==> src/rtl/pipe_hazard_ctrl.sv <==
// Hazard, stall and flush controller for a 5-stage RISC-V pipeline.
// Keeps a shadow scoreboard of the EX/MEM/WB occupants and derives the PC and
// IF/ID enables, flush/bubble controls and the EX operand-forwarding selects.
// Stage suffixes: _p0 = EX slot, _p1 = MEM slot, _p2 = WB slot.
module pipe_hazard_ctrl #(
  parameter int CNT_W  = 16,
  parameter int REG_AW = 5
) (
  input  logic              clk,
  input  logic              reset_n,
  input  logic              id_valid,
  input  logic [REG_AW-1:0] id_rs1,
  input  logic [REG_AW-1:0] id_rs2,
  input  logic              id_use_rs1,
  input  logic              id_use_rs2,
  input  logic [REG_AW-1:0] id_rd,
  input  logic              id_reg_write,
  input  logic              id_is_load,
  input  logic              ex_branch_taken,
  input  logic              mem_ready,
  output logic              pc_en,
  output logic              ifid_en,
  output logic              ifid_flush,
  output logic              idex_bubble,
  output logic [1:0]        fwd_a,
  output logic [1:0]        fwd_b,
  output logic [CNT_W-1:0]  stall_cnt,
  output logic [CNT_W-1:0]  flush_cnt
);

  localparam logic [1:0] FWD_RF  = 2'b00;
  localparam logic [1:0] FWD_MEM = 2'b01;
  localparam logic [1:0] FWD_WB  = 2'b10;

  // Saturating increment for the performance counters.
  function automatic logic [CNT_W-1:0] sat_inc(input logic [CNT_W-1:0] v);
    return (&v) ? v : v + {{(CNT_W-1){1'b0}}, 1'b1};
  endfunction

  // Forwarding source for one EX operand; a load in MEM has no data yet and
  // never forwards, and x0 is never a forwarding source.
  function automatic logic [1:0] fwd_sel(
    input logic              ex_vld,
    input logic              use_rs,
    input logic [REG_AW-1:0] rs,
    input logic              mem_vld,
    input logic              mem_rw,
    input logic              mem_ld,
    input logic [REG_AW-1:0] mem_rd,
    input logic              wb_vld,
    input logic              wb_rw,
    input logic [REG_AW-1:0] wb_rd
  );
    logic [1:0] sel;
    sel = FWD_RF;
    if (ex_vld && use_rs) begin
      if (mem_vld && mem_rw && !mem_ld && (mem_rd != '0) && (mem_rd == rs))
        sel = FWD_MEM;
      else if (wb_vld && wb_rw && (wb_rd != '0) && (wb_rd == rs))
        sel = FWD_WB;
    end
    return sel;
  endfunction

  // EX slot (p0)
  logic              r_vld_p0, r_rw_p0, r_ld_p0, r_u1_p0, r_u2_p0;
  logic [REG_AW-1:0] r_rd_p0, r_rs1_p0, r_rs2_p0;
  // MEM slot (p1)
  logic              r_vld_p1, r_rw_p1, r_ld_p1;
  logic [REG_AW-1:0] r_rd_p1;
  // WB slot (p2)
  logic              r_vld_p2, r_rw_p2;
  logic [REG_AW-1:0] r_rd_p2;

  logic w_mem_wait, w_flush, w_load_use, w_stall;
  logic w_pc_en, w_ifid_en, w_ifid_flush, w_idex_bubble;

  // Hazard classification in priority order: memory wait, flush, load-use, run.
  always_comb begin
    w_mem_wait = r_vld_p1 && !mem_ready;
    w_flush    = !w_mem_wait && ex_branch_taken;
    w_load_use = !w_mem_wait && !ex_branch_taken &&
                 r_vld_p0 && r_ld_p0 && r_rw_p0 && (r_rd_p0 != '0) && id_valid &&
                 ((id_use_rs1 && (id_rs1 == r_rd_p0)) ||
                  (id_use_rs2 && (id_rs2 == r_rd_p0)));
    w_stall       = w_mem_wait || w_load_use;
    w_pc_en       = !w_stall;
    w_ifid_en     = !w_stall;
    w_ifid_flush  = w_flush;
    w_idex_bubble = w_flush || w_load_use;
  end

  // Control outputs are held low for as long as reset is asserted.
  always_comb begin
    pc_en       = reset_n && w_pc_en;
    ifid_en     = reset_n && w_ifid_en;
    ifid_flush  = reset_n && w_ifid_flush;
    idex_bubble = reset_n && w_idex_bubble;
    fwd_a       = FWD_RF;
    fwd_b       = FWD_RF;
    if (reset_n) begin
      fwd_a = fwd_sel(r_vld_p0, r_u1_p0, r_rs1_p0, r_vld_p1, r_rw_p1, r_ld_p1,
                      r_rd_p1, r_vld_p2, r_rw_p2, r_rd_p2);
      fwd_b = fwd_sel(r_vld_p0, r_u2_p0, r_rs2_p0, r_vld_p1, r_rw_p1, r_ld_p1,
                      r_rd_p1, r_vld_p2, r_rw_p2, r_rd_p2);
    end
  end

  // Slot valid bits: the whole scoreboard freezes while memory is waiting.
  always_ff @(posedge clk or negedge reset_n) begin
    if (!reset_n) begin
      r_vld_p0 <= 1'b0;
      r_vld_p1 <= 1'b0;
      r_vld_p2 <= 1'b0;
    end else if (!w_mem_wait) begin
      r_vld_p2 <= r_vld_p1;
      r_vld_p1 <= r_vld_p0;
      r_vld_p0 <= id_valid && !w_idex_bubble;
    end
  end

  // Slot payload fields: only meaningful when the slot's valid bit is set,
  // so they need no reset.
  always_ff @(posedge clk) begin
    if (!w_mem_wait) begin
      r_rd_p2  <= r_rd_p1;
      r_rw_p2  <= r_rw_p1;
      r_rd_p1  <= r_rd_p0;
      r_rw_p1  <= r_rw_p0;
      r_ld_p1  <= r_ld_p0;
      r_rd_p0  <= id_rd;
      r_rw_p0  <= id_reg_write;
      r_ld_p0  <= id_is_load;
      r_rs1_p0 <= id_rs1;
      r_rs2_p0 <= id_rs2;
      r_u1_p0  <= id_use_rs1;
      r_u2_p0  <= id_use_rs2;
    end
  end

  // Performance counters: stall cycles (pc_en low) and flush events.
  always_ff @(posedge clk or negedge reset_n) begin
    if (!reset_n) begin
      stall_cnt <= '0;
      flush_cnt <= '0;
    end else begin
      if (w_stall) stall_cnt <= sat_inc(stall_cnt);
      if (w_flush) flush_cnt <= sat_inc(flush_cnt);
    end
  end

endmodule

==> config.mk <==
export PLATFORM = sky130hd
export DESIGN_NAME = pipe_hazard_ctrl
export DESIGN_NICKNAME = d
export VERILOG_FILES = /design/src/rtl/pipe_hazard_ctrl.sv
export SDC_FILE = /design/constraint.sdc
export NUM_CORES = 1
export LEC_CHECK = 0
export CAP_MARGIN = 15
export CORE_ASPECT_RATIO = 1.25
export CORE_MARGIN = 10
export CORE_UTILIZATION = 60
export CTS_BUF_LIST = sky130_fd_sc_hd__clkbuf_4 sky130_fd_sc_hd__clkbuf_8
export DETAILED_ROUTE_END_ITERATION = 8
export DONT_BUFFER_PORTS = 1
export GPL_ROUTABILITY_DRIVEN = 0
export PLACE_DENSITY = 0.76
export SYNTH_ARGS = -nofsm -noshare
export SYNTH_HDL_FRONTEND = slang
export SYNTH_SLANG_ARGS = --single-unit
==> constraint.sdc <==
create_clock -name clk -period 3.4 [get_ports clk]
set_input_delay 0.68 -clock clk [delete_from_list [all_inputs] [get_ports clk]]
set_output_delay 0.68 -clock clk [all_outputs]
set_load 0.05 [all_outputs]
# Word-level counts from Yosys, hierarchy flattened
# Index checks and enable logic that the tools add are counted.
op_classes:
  n_addsub: 2
  n_eq_ne: 6
  muxes: 8
  bitwise: 2
  n_reduce_logical: 42
op_table:
  columns: ["operator", "n"]
  rows:
  - ["$add 16x1->16 const B", 2]
  - ["$reduce_and 16->1", 2]
  - ["$eq 5x5->1", 6]
  - ["$logic_and 1x1->1", 26]
  - ["$mux 2", 8]
  - ["$reduce_bool 5->1", 3]
  - ["$logic_not 1->1", 6]
  - ["$reduce_and 2->1", 2]
  - ["$logic_or 1x1->1", 3]
  - ["$not 1->1", 2]
word_totals:
  reg_bits: 67
  inputBits: 24
  output_inout_bits: 40
  elab_cells: 77

# Longest topological paths before layout
logic_depth:
  depth_word: 13
  depth_mapped: 8
  ltp_nobuf: 7

# Least setup slack after synthesis
# OpenSTA, ideal clock, no wires.
synth_timing:
  path_kind: "input-to-output"
  from: "input mem_ready"
  to: "output idex_bubble"
  arrival_ps: 2788
  required_ps: 2720
  slack_ps: -68
  cell_stages: 6
  path_buffers: 0
  cell_sequence: "nor2b_1 -> inv_2 -> nand3b_1 -> nor3_2 -> nand2_1 -> a21boi_0"
synth_between:
  elab_chain_cells: 12
  elab_cells_between_ends: 13
  classes_between: "13 x reduce/logical"
synth_rtl:
  columns: ["element", "line", "text"]
  rows:
  - ["start: declaration", "20", "input logic mem_ready,"]
  - ["$logic_not 1->1 (*)", "80", "w_mem_wait = r_vld_p1 && !mem_ready;"]
  - ["$logic_and 1x1->1 (*)", "80", null]
  - ["$logic_not 1->1 (*)", null, null]
  - ["$logic_and 1x1->1 (2 in series)", "82", "w_load_use = !w_mem_wait && !ex_branch_taken &&"]
  - ["$logic_and 1x1->1 (5 in series)", "83", "r_vld_p0 && r_ld_p0 && r_rw_p0 && (r_rd_p0 != '0) && id_valid &&"]
  - ["$logic_or 1x1->1 (*)", "90", "w_idex_bubble = w_flush || w_load_use;"]
  - ["$logic_and 1x1->1 (*)", "98", "idex_bubble = reset_n && w_idex_bubble;"]
  - ["end: declaration", "24", "output logic idex_bubble,"]
# Every way passes the cells marked *; elsewhere a longest branch is shown, timed or not.

# Final worst setup path
layout_timing:
  from: "register r_rd_p0[2]"
  to: "output pc_en"
layout_between:
  elab_chain_cells: 7
  elab_cells_between_ends: 12
  classes_between: "2 x eq/ne; 10 x reduce/logical"
layout_rtl:
  columns: ["element", "line", "text"]
  rows:
  - ["start: declaration", "67", "logic [REG_AW-1:0] r_rd_p0, r_rs1_p0, r_rs2_p0;"]
  - ["start signal: assignment", "131", "r_rd_p0 <= id_rd;"]
  - ["$eq 5x5->1, or another cell as far along", "84", "((id_use_rs1 && (id_rs1 == r_rd_p0)) ||"]
  - ["$logic_and 1x1->1, on equally long branches", "84, 83, 85", null]
  - ["$logic_or 1x1->1 or $logic_and 1x1->1 (tied branches)", "84, 83", null]
  - ["$logic_and 1x1->1 (*)", "83", null]
  - ["$logic_or 1x1->1 (*)", "86", "w_stall = w_mem_wait || w_load_use;"]
  - ["$logic_not 1->1 (*)", null, null]
  - ["$logic_and 1x1->1 (*)", null, null]
  - ["end: declaration", "21", "output logic pc_en,"]
# Marked as above.

==> metrics.txt <==
count of input and output buffers=0; cell area after synthesis=0.00303 mm^2; uppermost routed layer=met4; CP max stage delay=0.55 ns; # diodes=0; residual DRC count=0; Max-cap violations=0; DR WL met3=676 um; CP cell instances=or4_1 -> nor2_1 -> nor3_2 -> a21oi_1 -> buf_4 -> and2_1 -> buf_12; top-level port count=64; Seq pwr share=59.1%; # nets final=287; class of the worst hold path=input pin to asynchronous set/reset pin; WL/cell=19.2 um; die area=0.00832 mm^2; Cell variety after synth=37; DRT iter0 DRCs=130; cells after synthesis=241; first-pass GRT wire length=10000 um; TNS Setup=0 ns; post-CTS setup buffer count=0; syn nets=267; via density per instance=5.84; met2 routed WL=3200 um; P_sw=810 uW; first-pass detailed-route iteration total=4; final worst path period need=2.95 ns; worst-path maximum fanout=13; layout cells sized above 1=12.4%; number of global-route vias before repair=1934; # fillers=352; largest net degree at the start of global routing=41; TritonCTS clock tree=yes; Max Slew Vio Count=0; LEAKAGE=1.40 nW; Comb power frac=13.0%; initial antenna violation count=0; startpoint types=register; synthesized area per cell=12.6 um^2; result of the run=complete, no violations; Routed Antenna Nets=0; row count=28; Synthesis Warnings=0; fmax=339 MHz; total gr overflow=0; register area share after synthesis=60.6%; CTS max path bufs=2; most frequent cells in the layout=dfrtp_1 (35), edfxtp_1 (32), xor2_1 (29), xnor2_1 (25), nand3_1 (18); Hold Vio Cnt, Final=0; crit path launch=r_rd_p0[2]; Die W=83.6 um; R2R Path Start=flush_cnt[5]; Top FF cell, synth=dfrtp_1; Final setup viols=0; H-tree Lvls=3; WL met1=2330 um; max-slew headroom at the worst pin=57.9%; post-DP HPWL=4620 um; clock share of power=27.9%; Power Dens Cells=661 mW/mm^2; core area=0.00480 mm^2; CTS buffer count=9; Switching Fraction=36.0%; Slew @ Worst Pin=0.631 ns; class of the most critical setup path=register to output pin; Core Util, Final=70.9%; slowest CP cell=or4_1; Worst-Skew Late Latency=0.34 ns; reg2reg path depth=6; Initial Utilization=63.2%; root buf cell=clkbuf_8; Post-synth EDFFs=32; arrival time at the worst endpoint=2.27 ns; required time worst endpoint=2.72 ns; Setup crit end kind=output pin; die height=99.5 um; Global Route Usage Sum=15.2%; VDD IR max=0.552 mV; post_cts resized=0; #FFs+latches synth=67; commonest non-fill, non-tap cell in the layout=dfrtp_1; ys async rst share=52.2%; Setup Skew=0.00684 ns; via count=1904; fin crit share=86.7%; RSZ-0062 raised after global routing=no; CTS Sinks=67; Int Pwr=1.44 mW; Post-Route WL=6250 um; area growth from synthesis to layout=12.3%; CTS clk-pin slew, worst paths=0.07 ns
==> cells in the mapped netlist (2+ instances only) <==
cell type  instances  area, um^2
dfrtp_1           35         876
edfxtp_1          32         961
xor2_1            29         254
xnor2_1           25         219
nand3_1           18        90.1
nor3_1            16        80.1
nand2_1           13        48.8
nand4_1           11        68.8
nor2_1            10        37.5
and3_1             7        43.8
a21oi_1            4        20.0
mux2_1             4        45.0
a31oi_1            3        18.8
and2_1             2        12.5
and4_4             2        22.5
buf_2              2        10.0
ha_1               2        25.0
nand2b_1           2        12.5
nor3b_1            2        15.0
nor4_1             2        12.5
o21a_1             2        15.0
o311a_1            2        20.0
or4_1              2        15.0
==> power groups by stage <==
stage                     Combinational, mW  Sequential, mW  Clock, mW
after floorplan                       0.205            1.34          0
after global placement                0.283            1.34          0
after detailed placement              0.290            1.35          0
after CTS                             0.291            1.33      0.643
after global routing                  0.323            1.35      0.684
final                                 0.292            1.33      0.629
==> state kept, by name, indices dropped and copies added, names as in the netlist <==
signal and flops:
flush_cnt 16, r_ld_p0 1, r_ld_p1 1, r_rd_p0 5
r_rd_p1 5, r_rd_p2 5, r_rs1_p0 5, r_rs2_p0 5
r_rw_p0 1, r_rw_p1 1, r_rw_p2 1, r_u1_p0 1
r_u2_p0 1, r_vld_p0 1, r_vld_p1 1, r_vld_p2 1
stall_cnt 16
==> kinds of logic after synthesis <==
logic type,count (synthesis),share of synthesized area (%)
DFF,67,60.6
AOI/OAI and AO/OA,16,3.71
muxes,4,1.49
xor gates and xnor gates,54,15.6
buffers and inverters,4,0.701
and+or+nand+nor,94,17.1
adders and majority gates,2,0.825
==> through the flow <==
step	area, um^2	power, mW	setup WS (ns)	hold WS [ns]	cells
floorplan	3050	1.54	0.126	0.384	241
global placement	3200	1.63	0.800	0.385	308
detailed placement	3200	1.64	0.773	0.385	308
CTS	3380	2.27	0.417	0.0129	324
global route	3400	2.36	0.303	0.00349	326
finish	3400	2.25	0.451	0.0314	326
==> worst max-delay path, delay by kind of cell (launching register included) <==
family / cells / cell delay, ns
simple gates: 4 / 0.94
buf+inv: 2 / 0.39
flops: 1 / 0.47
compound gates: 1 / 0.13
==> final cells by class <==
cell class / instances / area (um^2) / area share, %
tap: 60 / 75.1 / 2.21
inverter: 1 / 3.75 / 0.110
multi-input combinational: 170 / 1190 / 35.1
clock inverter: 6 / 56.3 / 1.65
timing repair buffer: 12 / 108 / 3.16
clock buffer: 10 / 131 / 3.86
sequential: 67 / 1840 / 54.0
==> path summary, 6_finish.rpt <==
| check | end | slack (ns) |
|---|---|---|
| max | pc_en | 0.45 |
| min | flush_cnt[7] | 0.03 |
| max reg2reg | flush_cnt[14] | 0.99 |
| min reg2reg | r_rw_p2 | 0.46 |
| max in group asynchronous | flush_cnt[8] | 2.71 |
| min in group clk | r_u1_p0 | 0.43 |
==> per-layer routing <==
layer | up-vias | track usage [%]
met1 | 907 | 16.5
li1 | 924 | -
met3 | 4 | 8.57
met5 | - | 0
met2 | 69 | 24.7
met4 | 0 | 4.65
==> what timing repair did <==
item                                    CTS  global route
endpoints found under the setup margin    0             0
hold endpoints to repair                  0             1
hold buffers                              0             2
Power figures use the tool's default switching activity.
